**config.mk**
```make
export PLATFORM = sky130hd
export DESIGN_NAME = alu_arbiter
export DESIGN_NICKNAME = d
export VERILOG_FILES = /design/src/rtl/alu_arbiter.sv
export SDC_FILE = /design/constraint.sdc
export NUM_CORES = 1
export LEC_CHECK = 0
export CAP_MARGIN = 20
export CORE_AREA = 3 3 114 116
export CTS_BUF_LIST = sky130_fd_sc_hd__clkbuf_8
export DETAILED_ROUTE_END_ITERATION = 12
export DIE_AREA = 0 0 117 119
export GPL_ROUTABILITY_DRIVEN = 0
export PLACE_DENSITY = 0.78
export RECOVER_POWER = 100
export SLEW_MARGIN = 40
export SYNTH_ARGS = -nofsm -noshare
export SYNTH_HDL_FRONTEND = slang
export SYNTH_SLANG_ARGS = --single-unit
```
**constraint.sdc**
```tcl
create_clock -name clk -period 3.1 [get_ports clk]
set_input_delay 0.62 -clock clk [delete_from_list [all_inputs] [get_ports clk]]
set_output_delay 0.62 -clock clk [all_outputs]
set_load 0.05 [all_outputs]
```
**src/rtl/alu_arbiter.sv**
```systemverilog
// alu_arbiter: two requesters share one combinational ALU. A single response
// slot registers the ALU result; arbitration is round-robin or fixed priority.
module alu_arbiter #(
  parameter int RR_EN = 1
) (
  input  logic        clk,
  input  logic        reset,
  input  logic        req0_valid_i,
  input  logic [3:0]  req0_op_i,
  input  logic [31:0] req0_a_i,
  input  logic [31:0] req0_b_i,
  input  logic [4:0]  req0_shamt_i,
  output logic        req0_ready_o,
  input  logic        req1_valid_i,
  input  logic [3:0]  req1_op_i,
  input  logic [31:0] req1_a_i,
  input  logic [31:0] req1_b_i,
  input  logic [4:0]  req1_shamt_i,
  output logic        req1_ready_o,
  output logic [3:0]  alu_operation_o,
  output logic [31:0] alu_a_o,
  output logic [31:0] alu_b_o,
  output logic [4:0]  alu_shamt_o,
  input  logic [31:0] alu_data_i,
  input  logic        alu_zero_i,
  output logic        rsp_valid_o,
  input  logic        rsp_ready_i,
  output logic        rsp_id_o,
  output logic [31:0] rsp_data_o,
  output logic        rsp_zero_o
);

  typedef enum logic [0:0] {
    EMPTY = 1'b0,
    FULL  = 1'b1
  } state_t;

  state_t      state_r;
  state_t      state_next_s;
  logic        last_grant_r;
  logic        grant_s;
  logic        can_accept_s;
  logic        accept_s;
  logic [31:0] rsp_data_r;
  logic        rsp_zero_r;
  logic        rsp_id_r;

  // Pick the requester that would be served; with no contender the grant
  // still points somewhere so ready can be high while valid is low.
  always_comb begin
    grant_s = 1'b0;
    case ({req1_valid_i, req0_valid_i})
      2'b01:   grant_s = 1'b0;
      2'b10:   grant_s = 1'b1;
      2'b11:   grant_s = (RR_EN != 0) ? ~last_grant_r : 1'b0;
      default: grant_s = (RR_EN != 0) ? ~last_grant_r : 1'b0;
    endcase
  end

  // The slot can take a new result when empty or when it is being drained.
  always_comb begin
    can_accept_s = 1'b0;
    if (reset) begin
      can_accept_s = 1'b0;
    end else if (state_r == EMPTY) begin
      can_accept_s = 1'b1;
    end else begin
      can_accept_s = rsp_ready_i;
    end
  end

  assign req0_ready_o = can_accept_s & ~grant_s;
  assign req1_ready_o = can_accept_s & grant_s;
  assign accept_s     = (req0_valid_i & req0_ready_o) | (req1_valid_i & req1_ready_o);

  // Route the accepted request to the ALU; idle cycles present all zeros.
  always_comb begin
    alu_operation_o = 4'b0000;
    alu_a_o         = 32'd0;
    alu_b_o         = 32'd0;
    alu_shamt_o     = 5'd0;
    if (accept_s) begin
      if (grant_s) begin
        alu_operation_o = req1_op_i;
        alu_a_o         = req1_a_i;
        alu_b_o         = req1_b_i;
        alu_shamt_o     = req1_shamt_i;
      end else begin
        alu_operation_o = req0_op_i;
        alu_a_o         = req0_a_i;
        alu_b_o         = req0_b_i;
        alu_shamt_o     = req0_shamt_i;
      end
    end else begin
      alu_operation_o = 4'b0000;
      alu_a_o         = 32'd0;
      alu_b_o         = 32'd0;
      alu_shamt_o     = 5'd0;
    end
  end

  // Slot occupancy: an accept always refills, a drain without accept empties.
  always_comb begin
    state_next_s = state_r;
    case (state_r)
      EMPTY: begin
        if (accept_s) begin
          state_next_s = FULL;
        end else begin
          state_next_s = EMPTY;
        end
      end
      FULL: begin
        if (accept_s) begin
          state_next_s = FULL;
        end else if (rsp_ready_i) begin
          state_next_s = EMPTY;
        end else begin
          state_next_s = FULL;
        end
      end
      default: state_next_s = EMPTY;
    endcase
  end

  // State, response payload and round-robin pointer registers.
  always_ff @(posedge clk) begin
    if (reset) begin
      state_r      <= EMPTY;
      rsp_data_r   <= 32'd0;
      rsp_zero_r   <= 1'b0;
      rsp_id_r     <= 1'b0;
      last_grant_r <= 1'b1;
    end else begin
      state_r <= state_next_s;
      if (accept_s) begin
        rsp_data_r   <= alu_data_i;
        rsp_zero_r   <= alu_zero_i;
        rsp_id_r     <= grant_s;
        last_grant_r <= grant_s;
      end
    end
  end

  assign rsp_valid_o = (state_r == FULL);
  assign rsp_data_o  = rsp_data_r;
  assign rsp_zero_o  = rsp_zero_r;
  assign rsp_id_o    = rsp_id_r;

endmodule
```
==> impl_metrics.py, run 1 <==
metrics = {
    "outcome": {
        "status": "finished clean",
    },
    "global_route": {
        "grt_remaining_overflow": 0,
        "grt_pass1_wl_um": 23500,
        "grt_pass1_vias": 4610,
        "gr-usage-all-layers": 0.208,
        "antenna_found_initial": 2,
        "grt_max_degree": 76,
    },
    "synthesis": {
        "seq_area_frac_synth": 0.263,
        "yosys.area.top_type": "nand3_1",
        "syn-cell-area_um2": 2740,
        "synth_area_leaders": "nand3_1, dfxtp_1, a21oi_1",
        "ys_ff_latch": 36,
        "synth_xor_area_frac": 0,
        "synth-edff-count": 0,
        "synth_top_family_by_area": "simple AND/OR/NAND/NOR gates",
        "synth.most_common_cell": "nand3_1",
        "synthCells": 435,
        "syn-num-nets": 620,
        "yosys.area_share.simple": 0.364,
        "ys_types": 21,
        "synthMuxAreaShare": 0,
        "synth_warnings": 0,
        "synth_compound_area_frac": 0.268,
        "synth-adder-area-share": 0.00457,
        "synth_area_per_cell_um2": 6.29,
        "synthFlopType": "dfxtp_1",
        "netlist.area_leader.share": 0.327,
        "postSynth.asyncResetShare": 0,
        "synthTopCellsByCount": "nand3_1, a21oi_1, dfxtp_1",
    },
    "sta": {
        "fmaxAchievable_mhz": 333,
        "hold_viol": 0,
        "worstMarginPinSlew_ns": 0.896,
        "maxSlewViolCount": 0,
        "clock-skew-final_ns": 0.00546,
        "period_needed_ns": 3.00,
        "slew_headroom": 0.403,
        "rsz0062_at_grt": "false",
        "post-route-period-util": 0.968,
        "setup_viol": 0,
    },
    "worst_setup_path": {
        "r2r-end": "rsp_data_o[12]",
        "crit_fanout": 35,
        "cp.required_ns": 2.48,
        "path_class": "in -> out",
        "startpoint_type": "input pin",
        "reg2reg_slack_ns": 1.12,
        "r2r_start": "rsp_valid_o",
        "end_kind": "output pin",
        "crit_arrival_ns": 2.38,
        "r2r.worst_path.cells": 4,
        "critical_path.startpoint": "req0_valid_i",
    },
    "detailed_routing": {
        "routed_wirelength_um": 15300,
        "dr_total_vias": 4417,
        "drcViolationCount": 0,
        "first_pass_iters": 4,
        "postRouteAntennaNets": 0,
        "drt_iter0_drc": 250,
        "post_drt_wl_per_cell_um": 18.1,
        "viasPerCell": 5.24,
    },
    "floorplan": {
        "die-area_um2": 13900,
        "io_pins": 294,
        "row_count": 40,
        "die_x_um": 117,
        "start_util": 0.228,
        "dieHeight_um": 119,
        "core_um2": 12000,
    },
    "cells_and_area": {
        "fill_cells": 1157,
        "fin_nets": 878,
        "area.growth.synth_to_final_pct": 128,
        "fin_area_um2": 6250,
        "layout-drive-gt1-share": 0.255,
        "ff_latch_area_um2": 721,
        "multiInputGateArea_um2": 2480,
        "final_cells": 843,
    },
    "placed_design": {
        "post-dp-hpwl_um": 12100,
        "placed_cells": 833,
        "place_area_um2": 6390,
        "port_buffers": 293,
    },
    "clock_network": {
        "cts_sinks": 36,
        "post_cts_buffers": 0,
        "clk_pin_slew_ns": 0.07,
        "cts_hold_buffers": 0,
        "cts_made_buffers": 5,
        "cts_root_buf": "clkbuf_8",
        "cts_max_path_buffers": 2,
        "clkLatencyLatePin_ns": 0.28,
        "cts.repair.resized": 0,
        "htreeDepth": 2,
        "cts_tree": "built",
    },
    "pwr": {
        "peakVddDrop_uv": 160,
        "p_leak_nw": 2.22,
        "powerDensity_nw_per_um2": 321,
    },
    "worst_hold_path": {
        "min_path_type": "reg -> reg",
        "hold_end": "rsp_data_o[22]",
        "holdPathStages": 2,
        "hp-start": "rsp_data_o[22]",
    },
    "job": {
        "maxCapViolations": 0,
    },
}
cell usage in the layout (no fill, tap or decap), drive strengths merged, types with 2 or more instances in the layout:
cell           instances
a21oi                107
buf                   34
clkbuf                62
clkdlybuf4s50        181
dfxtp                 36
diode                  2
dlygate4sd3           35
nand2                  3
nand2b                 5
nand3                179
nor2                   4
nor2b                  4
o21ai                 34
stage by stage:
| step | setup slack, ns | utilization | hold WS [ns] | setup TNS (ns) | power (mW) |
|---|---|---|---|---|---|
| global placement | 0.121 | 0.531 | 0.452 | 0 | 1.66 |
| finish | 0.100 | 0.521 | 0.468 | 0 | 2.00 |
| global route | 0.0343 | 0.521 | 0.488 | 0 | 2.10 |
| CTS | 0.145 | 0.541 | 0.475 | 0 | 2.08 |
| detailed placement | 0.153 | 0.532 | 0.461 | 0 | 1.68 |
| floorplan | -0.0175 | - | 0.494 | -0.0175 | 1.19 |
state kept, by name (all words and copies together), names as in the netlist:
name	count
last_grant_r	1
rsp_data_o	32
rsp_id_o	1
rsp_valid_o	1
rsp_zero_o	1
kinds of logic (layout without fill, tap and decap cells):
| logic type | after synthesis | after routing |
|---|---|---|
| AO/OA/AOI/OAI | 144 | 144 |
| adder cells (fa/ha/maj) | 1 | 1 |
| buffers and inverters | 57 | 316 |
| flip-flops | 36 | 36 |
| other | 0 | 2 |
| AND/OR/NAND/NOR | 197 | 197 |
worst max-delay path: stages:
cell	delay, ns
buf_2	0.11
inv_1	0.05
ha_1	0.32
nor2b_2	0.21
nor2_4	0.17
buf_12	0.21
nand3_1	0.18
a21oi_4	0.20
clkbuf_2	0.29
final cells by class:
type	count	share of cell area
Timing Repair Buffer	307	0.439
Multi-Input combinational cell	342	0.397
Sequential cell	36	0.115
Tap cell	147	0.0294
Clock buffer	5	0.0110
Clock inverter	3	0.00680
Antenna cell	2	0.000800
Inverter	1	0.000600
layer usage:
layer	track usage	routed length, µm	part of all wire	up-vias
met4	0.0638	318	0.021	0
li1	-	-	-	2100
met3	0.0513	1230	0.081	20
met2	0.384	8140	0.53	199
met1	0.228	5570	0.37	2098
met5	0	0	0	-
where the power goes:
group,internal [mW],switching (mW),leakage (nW)
logic,0.422,0.672,1.87
registers,0.492,0.0150,0.294
clock network,0.238,0.165,0.0542
worst max-delay path by stage:
stage / to / slack [ns] / cells after the start
finish: alu_b_o[25] / 0.10 / 9
global route: alu_a_o[9] / 0.03 / 9
CTS: alu_a_o[9] / 0.14 / 9
detailed placement: alu_a_o[9] / 0.15 / 9
global placement: rsp_data_o[11] / 0.12 / 6
floorplan: alu_b_o[16] / -0.02 / 9
Note: power is estimated with default switching activity, not from simulation.
==> run 2, diff against run 1 <==
--- a/config.mk
+++ b/config.mk
@@ -10,7 +10,6 @@
 export CTS_BUF_LIST = sky130_fd_sc_hd__clkbuf_8
 export DETAILED_ROUTE_END_ITERATION = 12
 export DIE_AREA = 0 0 117 119
-export GPL_ROUTABILITY_DRIVEN = 0
 export PLACE_DENSITY = 0.78
 export RECOVER_POWER = 100
 export SLEW_MARGIN = 40
==> results of run 2 <==
Same layout as run 1: the final DEF is identical, and so are final timing and power.
==> RTL edit 1 (config.mk and constraints of run 1) <==
Set the parameter `RR_EN` to 0 (it was 1).
--- a/src/rtl/alu_arbiter.sv
+++ b/src/rtl/alu_arbiter.sv
@@ -1,7 +1,7 @@
 // alu_arbiter: two requesters share one combinational ALU. A single response
 // slot registers the ALU result; arbitration is round-robin or fixed priority.
 module alu_arbiter #(
-  parameter int RR_EN = 1
+  parameter int RR_EN = 0
 ) (
   input  logic        clk,
   input  logic        reset,
Check against the original RTL: not equivalent (a bounded check fails within 4 cycles, from zero or initial values and one cycle with reset high).
==> RTL edit 1 against run 1 <==
- first-iteration DRC count decreased by 43%
- sequential share of layout area decreased by 0.86 points
- setup slack improved by 0.056 ns
- via count decreased by 12%
- wire length decreased by 12%
- sequential cell count decreased by 1
- area after synthesis increased by 3.7%
- final area increased by 5.0%
- power increased by 1.6%
- largest power group unchanged
- highest routed layer unchanged
==> RTL edit 1: results (changes against run 1) <==
Outcome
  • Outcome: finished clean

Synth
  • XOR/XNOR Fraction of Synth Area: 0% (unchanged)
  • Sequential element share of the synthesized area: 24.7% (-1.6 points)
  • Post-Synth Adder-Cell Area: 0% (-0.46 points)
  • Compound-gate portion of the synthesized area: 34.4% (+7.6 points)
  • Syn_nets: 591 (-4.7%)
  • Post-synthesis mux area share: 0% (unchanged)
  • Area contributors post-synth: dfxtp_1, a21oi_2, nand2_1
  • Commonest cells post-synth: nand2_1, a21oi_2, a21oi_1
  • Top FF cell, synth: dfxtp_1
  • Asr flop ratio synth: 0% (unchanged)
  • Distinct cells, synth: 20 (-4.8%)
  • Total number of yosys warnings: 0 (unchanged)

Global routing
  • Global-route wire length before repair: 19900 um (-15%)
  • Gr usage total: 17.8% (-3.0 points)
  • Vias in the first global route: 3818 (-17%)
  • Pin count of the biggest net entering global routing: 68 (-11%)
  • Number of antenna violations at the first check in global routing: 0 (-2)

Critical path
  • Slowest-stage cell, CP: clkdlybuf4s50_1
  • Critical path arrival: 2.32 ns (-0.06 ns)
  • Worst Reg-to-Reg Cells: 4 (unchanged)
  • CP Max Fanout: 39 (+11%)
  • Crit-path leading delay family: buffers and inverters
  • CP peak stage delay: 0.52 ns (+0.20 ns)

Pwr
  • Pleak: 2.57 nW (+16%)
  • Worst vdd ir: 330 uV (+110%)

Clock tree
  • Worst-case clock buffer depth: 2 (unchanged)
  • Root Buffer: clkbuf_8
  • Setup repair bufs after CTS: 0 (unchanged)
  • Clk_lat worst skew: slightly below 0.3 ns
  • Resized cells post-CTS: 0 (unchanged)
  • CTS clock-pin slew for the worst setup and hold paths: 0.07 ns (about the same)
  • TritonCTS Buffers: 5 (unchanged)
  • CTS H-tree depth: 2 (unchanged)

Timing
  • Final setup fails: 0 (unchanged)
  • Setup Skew: 0.00303 ns (-0.00243 ns)
  • Worst slew pin tran: 0.949 ns (+0.0537 ns)

Layout
  • Fillers: 1050 (-9.2%)
  • Max reg flops: 32 (unchanged)
  • Fraction of layout cells with a size suffix above 1: 22.4% (-3.1 points)
  • Nets: 861 (-1.9%)
  • N_diodes: 0 (-2)

Detailed routing
  • Drt initial violations: 143 (-43%)
  • WL/cell: 16.3 um (-10%)
  • Detailed Routing Iterations Pass 1: 4 (unchanged)
  • DR vias: 3903 (-12%)

Worst hold path
  • Hold path cells: 2 (unchanged)
  • Worst min path class: reg -> reg

Place
  • Hpwl dp: 10900 um (-10%)
  • Port bufs: 293 (unchanged)
==> RTL edit 1: worst register-to-register path, stage by stage, from the launching register on <==
cell and delay, ns:
dfxtp_1 0.36, or2b_1 0.27, buf_4 0.25, nand3b_1 0.18, a21oi_1 0.07
==> RTL edit 1: metal layers <==
layer	vias up	GRT usage (%)	routed length (um)
met5	-	0	0
met4	0	5.88	433
met3	29	4.47	1190
met2	189	33.1	6980
met1	1786	19.2	4830
li1	1899	-	-
==> RTL edit 1: layout make-up <==
cell class | instances | area (um^2) | area share, %
tap | 147 | 184 | 2.80
sequential | 35 | 701 | 10.7
timing repair buffer | 306 | 3790 | 57.7
clock inverter | 2 | 35.0 | 0.534
clock buffer | 6 | 82.6 | 1.26
multi-input combinational | 329 | 1780 | 27.1
==> RTL edit 1: path summary, 6_finish.rpt <==
kind,from,to,slack (ns)
setup / recovery,rsp_ready_i,alu_b_o[19],0.16
hold / removal,rsp_data_o[10]$_SDFFE_PP0P_,rsp_data_o[10]$_SDFFE_PP0P_,0.47
setup reg to reg,rsp_valid_o$_SDFF_PP0_,rsp_data_o[26]$_SDFFE_PP0P_,1.86
hold reg to reg,rsp_data_o[10]$_SDFFE_PP0P_,rsp_data_o[10]$_SDFFE_PP0P_,0.47
==> RTL edit 1: metrics by stage <==
stage               worst slack [ns]  cells  util [%]  power (mW)  cell area (um^2)
global route                  0.0592    825      54.7        2.13              6570
CTS                            0.173    825      55.5        2.09              6670
detailed placement             0.176    817      54.5        1.66              6550
finish                         0.156    825      54.7        2.04              6570
floorplan                      0.397    407         -        1.07              2840
global placement               0.215    817      54.5        1.64              6550
==> RTL edit 1: power breakdown <==
group	switching (mW)	internal [mW]	leakage (nW)	total, mW
Sequential	0.0126	0.481	0.290	0.493
Combinational	0.584	0.535	2.22	1.12
Clock	0.164	0.260	0.0612	0.424
==> RTL edit 2 (config.mk and constraints of run 1) <==
Without the edit above. Reset style: asynchronous (`reset`), changed in one clocked block.
--- a/src/rtl/alu_arbiter.sv
+++ b/src/rtl/alu_arbiter.sv
@@ -124,7 +124,7 @@
   end
 
   // State, response payload and round-robin pointer registers.
-  always_ff @(posedge clk) begin
+  always_ff @(posedge clk or posedge reset) begin
     if (reset) begin
       state_r      <= EMPTY;
       rsp_data_r   <= 32'd0;
Check against the original RTL: differs if reset is asserted again (counterexample within 4 cycles, from zero or initial values and one cycle with reset high); with reset held inactive, the same outputs for 10 cycles.
==> RTL edit 2 against run 1 <==
- setup slack better by 0.0071 ns
- final area is 3.1% higher
- critical endpoint is now alu_b_o[16]
- sequential cell count stayed put
- critical path type unchanged
- synthesized cell count is 20% lower
- wire length is 8.6% lower
- area after synthesis is 1.3% lower
- critical path depth stayed put
Power is not compared: it rests on default switching activity, and its combinational part moved more than twofold at a synthesized area within 25%.
==> RTL edit 2: results (changes against run 1) <==
Critical path
  • Critical Path Source: req0_valid_i
  • Critical path arrival: between 2 and 2.5 ns
  • CP Max Fanout: 43 (+23%)
  • Reg2reg end: rsp_data_o[22]$_DFFE_PP0P_
  • Worst Reg-to-Reg Cells: 6 (+2)
  • R2R Setup Slk: 0.75 ns (-0.37 ns)
  • Worst setup path endpoint: alu_b_o[16]
  • FF-to-FF Start: last_grant_r$_DFFE_PP1P_

Synth
  • Top FF cell, synth: dfrtp_1
  • Distinct cells, synth: 22 (+4.8%)
  • Syn_nets: 535 (-14%)
  • Commonest cells post-synth: nand3_1, a21oi_1, dfrtp_1
  • Syn avg cell area: 7.72 um^2 (+23%)
  • Sequential element share of the synthesized area: 33.4% (+7.1 points)
  • Asr flop ratio synth: 100% (+100 points)
  • Area contributors post-synth: dfrtp_1, nand3_1, a21oi_1

Place
  • Hpwl dp: 10700 um (-11%)
  • Dpl cells: 760 (-8.8%)
  • Setup slack at placement: 0.129 ns (-0.0239 ns)
  • Port bufs: 293 (unchanged)

Timing
  • Setup Skew: 0.00506 ns (-0.000401 ns)
  • Slew headroom: 45.9% (+5.6 points)
  • Final period utilization: 96.5% (-0.23 points)

Detailed routing
  • Detailed Routing Iterations Pass 1: 4 (unchanged)
  • Vias per cell: 5.11 (-2.5%)
  • Routed wire length: 13900 um (-8.6%)
  • Drt initial violations: 241 (-3.6%)

Worst hold path
  • Worst Min Path Start: rsp_data_o[16]$_DFFE_PP0P_
  • Hold path cells: 1 (-1)
  • Hold Path Sink: rsp_data_o[16]$_DFFE_PP0P_

Global routing
  • Global-route wire length before repair: 20500 um (-13%)
  • Gr usage total: 18.4% (-2.4 points)
  • Vias in the first global route: 4003 (-13%)
  • Pin count of the biggest net entering global routing: 77 (+1.3%)
  • Number of antenna violations at the first check in global routing: 0 (-2)

Layout
  • Fillers: 1065 (-8.0%)
  • Non-Filler Instances: 768 (-8.9%)
  • Fraction of layout cells with a size suffix above 1: 32.4% (+6.9 points)
  • N_diodes: 0 (-2)
  • Nets: 805 (-8.3%)

Clock tree
  • Clk_lat worst skew: just under 0.3 ns
  • Resized cells post-CTS: 0 (unchanged)

Outcome
  • Outcome: finished clean
[RTL edit 2: stage by stage]
step / setup TNS, ns / hold WS [ns] / area, um^2
2_1_floorplan: -2.87 / 0.550 / 3490
3_3_place_gp: 0 / 0.468 / 6490
3_5_place_dp: 0 / 0.480 / 6490
4_1_cts: 0 / 0.501 / 6580
5_1_grt: 0 / 0.522 / 6440
6_report: 0 / 0.494 / 6440
[RTL edit 2: metal layers]
layer / GRT usage (%) / wire length [um] / part of all wire, %
met5: 0 / 0 / 0
met4: 4.30 / 193 / 1.4
met3: 7.62 / 1830 / 13
met2: 34.1 / 7100 / 51
met1: 18.7 / 4820 / 35
[RTL edit 2: final cells by class]
type | instances | area [um^2] | area share [%]
clock buffers | 5 | 68.8 | 1.07
inverters | 4 | 16.3 | 0.252
multi-input cells | 267 | 2300 | 35.7
clock inverters | 3 | 18.8 | 0.291
well taps | 147 | 184 | 2.85
flip-flops and latches | 36 | 902 | 14.0
repair buffers | 306 | 2950 | 45.8
[RTL edit 2: cells by family after synthesis]
| group | count (synthesis) | share of synthesized area, % |
|---|---|---|
| simple gates | 154 | 28.6 |
| flops | 36 | 33.4 |
| buf+inv | 47 | 7.92 |
| compound gates | 79 | 15.8 |
| mux | 33 | 13.8 |
| fa+ha+maj | 1 | 0.463 |
[RTL edit 2: worst max-delay path: stages]
cell      delay, ns
buf_2          0.08
inv_1          0.05
ha_1           0.37
nand2b_1       0.19
o21a_2         0.22
buf_12         0.22
nand3_1        0.16
a21oi_4        0.19
clkbuf_4       0.25
[RTL edit 2: where the power goes]
group	leakage, nW	total [mW]	internal (mW)	switching (mW)
sequential	0.420	0.811	0.697	0.113
clock	0.0479	0.330	0.156	0.174
combinational	1.83	2.97	1.04	1.93
total	2.30	4.11	1.90	2.22
